===== config.mk =====
export PLATFORM = sky130hd
export DESIGN_NAME = r5p_tcb_arb
export DESIGN_NICKNAME = d
export VERILOG_FILES = /design/src/rtl/r5p_tcb_arb.sv
export SDC_FILE = /design/constraint.sdc
export NUM_CORES = 1
export LEC_CHECK = 0
export BUFFER_PORTS_ARGS = -buffer_cell sky130_fd_sc_hd__buf_2
export CAP_MARGIN = 10
export CORE_AREA = 3 3 120 122
export DETAILED_ROUTE_END_ITERATION = 10
export DIE_AREA = 0 0 123 125
export PLACE_DENSITY = 0.53
export SLEW_MARGIN = 10
export SYNTH_ARGS = -nofsm -noshare
export SYNTH_HDL_FRONTEND = slang
export SYNTH_SLANG_ARGS = --single-unit

===== constraint.sdc =====
create_clock -name clk -period 1.5 [get_ports clk]
set_clock_uncertainty 0.2 [all_clocks]
set_input_delay 0.075 -clock clk [delete_from_list [all_inputs] [get_ports clk]]
set_output_delay 0.075 -clock clk [all_outputs]
set_load 0.01 [all_outputs]

===== src/rtl/r5p_tcb_arb.sv =====
// r5p_tcb_arb: merges load/store (m0) and fetch (m1) TCB managers onto one subordinate,
// holding the grant across stalls and routing each response back through a DLY-deep ID pipeline.
module r5p_tcb_arb #(
    parameter int   ABW = 32,
    parameter int   DBW = 32,
    parameter int   BEW = DBW/8,
    parameter int   DLY = 1,
    parameter logic RRB = 1'b0
)(
    input  logic                     clk,
    input  logic                     rst,
    input  logic                     m0_vld,
    input  logic [BEW+ABW+DBW:0]     m0_req,
    output logic                     m0_rdy,
    output logic [DBW:0]             m0_rsp,
    input  logic                     m1_vld,
    input  logic [BEW+ABW+DBW:0]     m1_req,
    output logic                     m1_rdy,
    output logic [DBW:0]             m1_rsp,
    output logic                     s_vld,
    output logic [BEW+ABW+DBW:0]     s_req,
    input  logic                     s_rdy,
    input  logic [DBW:0]             s_rsp
);
    logic lck_q, lck_d, own_q, own_d, lst_q, lst_d, gnt, trn;
    always_comb begin
        gnt   = lck_q ? own_q : (m0_vld & m1_vld) ? (RRB & ~lst_q) : (m1_vld & ~m0_vld);
        s_vld = gnt ? m1_vld : m0_vld;
        s_req = gnt ? m1_req : m0_req;
        m0_rdy = s_rdy & ~gnt;
        m1_rdy = s_rdy & gnt;
        trn   = s_vld & s_rdy;
        // a stalled request keeps its owner; a dropped or accepted one releases the lock
        lck_d = s_vld & ~s_rdy;
        own_d = lck_d ? gnt : own_q;
        lst_d = trn ? gnt : lst_q;
    end
    always_ff @(posedge clk or posedge rst) begin
        if (rst) begin
            lck_q <= 1'b0;
            own_q <= 1'b0;
            lst_q <= 1'b1;
        end else begin
            lck_q <= lck_d;
            own_q <= own_d;
            lst_q <= lst_d;
        end
    end
    if (DLY > 0) begin : g_pipe
        logic [DLY-1:0] v_q, id_q;
        logic [DLY:0]   v_d, id_d;
        always_comb begin
            v_d  = {v_q, trn};
            id_d = {id_q, trn & gnt};
            m0_rsp = (v_q[DLY-1] & ~id_q[DLY-1]) ? s_rsp : '0;
            m1_rsp = (v_q[DLY-1] &  id_q[DLY-1]) ? s_rsp : '0;
        end
        always_ff @(posedge clk or posedge rst) begin
            if (rst) begin
                v_q  <= '0;
                id_q <= '0;
            end else begin
                v_q  <= v_d[DLY-1:0];
                id_q <= id_d[DLY-1:0];
            end
        end
    end else begin : g_comb
        always_comb begin
            m0_rsp = (~rst & trn & ~gnt) ? s_rsp : '0;
            m1_rsp = (~rst & trn &  gnt) ? s_rsp : '0;
        end
    end
    // the locked owner must keep its request valid until accepted
    a_hold: assert property (@(posedge clk) disable iff (rst) lck_q |-> s_vld);
endmodule


==> metrics.txt <==
status complete, but fails checks; failing checks negative setup slack; sw frac 34.0%; pre-CTS WS -0.176 ns; worst path buffer plus inverter count 3; Reg2Reg Setup Slack 0.13 ns; fmax 519 MHz; wirelength, routed 11,900 um; Worst-Margin Slew 0.189 ns; Post-Synthesis Cells 176; first-pass GRT wire length 13,200 um; # DRC 0; CP peak stage delay 0.41 ns; CTS Sinks 4; total vias in the final route 2,766; LEAKAGE 2.55 nW; initial antenna violation count 0; worst min-delay path class input port to flip-flop; total gr overflow 0; ys flop type dfrtp_1; hold_ws 0.0672 ns; IO buf count 313; Clk pwr share 16.2%; antenna cells 0; Via density 4.03; vias in the first global route 2,568; kind of cell adding the most delay to the critical path buffers and inverters; CTS tree built; critical path fanouts, max 10; synthesized area 1520 um^2; Synth-to-Final Area Change 221%; Post-DP HPWL 8080 um; Slew headroom 87.4%; dpl cell area 3360 um^2; Fin. Hold Viols 0; Setup CP Type flip-flop to output pin; asr flop ratio synth 100%; row count 42; DRT Pass-1 Iters 4; FF+latch count, synth 4; Distinct cells, synth 15; core area 13,300 um^2; pwr dens 521 nW/um^2; chip width 123 um; Worst Path Arrival 1.65 ns; combinational share of power 78.7%; cells on worst reg2reg path 6; RSZ-0062 raised after global routing true; Final nets 689; die height 125 um; worst hold path stage count 3; WL/cell 17.3 um; Slew Viols, Final 0; Hold Crit Start m1_vld; Post-Layout Cell Count 687; P_sw 0.863 mW; Tmin final 1.93 ns; register area share after synthesis 6.58%; Setup crit start kind flip-flop; worst r2r src own_q; Yosys warnings 0; antenna-violating nets left 0; hold path endpoint g_pipe.id_q; CTS root buf clkbuf_16; Max Buffers Root-to-Sink 2; Syn Area/Cell 8.64 um^2; final-report setup violation count 125; Syn Nets 352; fin crit share 128%; Worst-Skew Late Latency 0.22 ns; GRT Overall Usage 10.7%; fin area 4880 um^2; Starting Density 11.4%; routability congestion estimate 0.912; worst vdd ir 0.320 mV; Levels on crit path 5; placed cells 664; Worst setup EP type output pin; Cell Int Power 1.68 mW; PnR worst setup slack -0.426 ns; pin count of the biggest net entering global routing 34; Post-synth EDFFs 0; CTS Buf Count 3; CP Data Required Time 1.22 ns; sequential power share 5.1%; CP Cell Sequence o21ai_4, buf_12, clkbuf_16, mux2_2, buf_6; Ports 314; layout cells sized above 1 95.5%; DR iter-0 viols 45; Clock transition at path regs 0.03 ns; R2R Path End lck_q; die area 15,400 um^2; Slowest-stage cell, CP dfrtp_1; Max-Cap Viols 0; H-tree depth 1
cell type report:
cell class / count / area [um^2]
sequential: 4 / 101
fill: 1358 / 8420
tap: 176 / 220
clock buffer: 3 / 75.1
inverter: 3 / 11.3
timing repair buffer: 348 / 2780
multi-input combinational: 153 / 1690
kinds of logic after synthesis:
family                 count (synthesis)  share of synthesized area (%)
buffers and inverters                 19                           8.14
muxes                                 69                           51.1
and+or+nand+nor                       79                           31.4
DFF                                    4                           6.58
AOI/OAI and AO/OA                      5                           2.80
how the worst max path moves through the flow:
stage | from | endpoint | slack (ns)
finish | lck_q | s_req[53] | -0.43
global route | lck_q | s_req[53] | -0.48
CTS | lck_q | s_req[8] | -0.41
detailed placement | lck_q | s_req[3] | -0.18
global placement | lck_q | s_req[2] | -0.17
floorplan | lck_q | s_req[0] | -0.02
cell usage in the layout, fill, tap and decap left out, drive strengths merged, types with 4 or more instances in the layout:
cell type and n:
buf 337, mux2 69, and2 34, and3 33
clkbuf 11, nor2 4, dfrtp 4
power by group through the flow:
stage               combinational (mW)  clock (mW)  sequential, mW
global placement                  1.32           0           0.128
floorplan                        0.681           0           0.132
global route                      2.12       0.424           0.131
CTS                               1.48       0.418           0.129
finish                            2.00       0.412           0.130
detailed placement                1.32           0           0.128
registers in the layout, indices dropped and copies added, names as in the netlist:
register / count
own_q: 1
lck_q: 1
g_pipe.id_q: 1
g_pipe.v_q: 1
routing by layer:
metal,up-vias,global-route usage [%],wire (um)
met2,186,21.5,6550
met4,0,1.37,179
met1,1268,11.2,4130
met5,-,0,0
met3,12,2.48,1020
li1,1300,-,-
through the flow:
stage,TNS [ns],util [%],power (mW)
final,-27.45,36.7,2.54
after global routing,-33.21,36.7,2.67
after CTS,-25.84,27.9,2.03
after detailed placement,-9.01,25.3,1.45
after global placement,-9.02,25.3,1.45
after floorplan,-1.67,-,0.813
cells in the mapped netlist (all sizes together), types with 2 or more instances:
library cell  instances  share of area, %
a21oi                 3              0.99
and2                 34                14
and3                 33                14
buf                   7               5.2
clkbuf                9               2.2
dfrtp                 4               6.6
inv                   3              0.74
mux2                 69                51
nand2                 3              0.74
nand2b                2              0.82
nor2                  4              0.99
nor2b                 2              0.82
worst min-delay path, delay by kind of cell:
kind            cells  cell delay, ns
buf+inv             2            0.26
compound gates      1            0.12
timing repair:
action | 4_1_cts | 5_1_grt
pin swaps | 2 | 33
setup endpoints to repair | 105 | 137
cloned | 0 | 10
hold buffers | 3 | 0
hold endpoints to repair | 7 | 0
gates resized for setup | 40 | 188
buffers inserted | 4 | 3
Power figures use the tool's default switching activity.
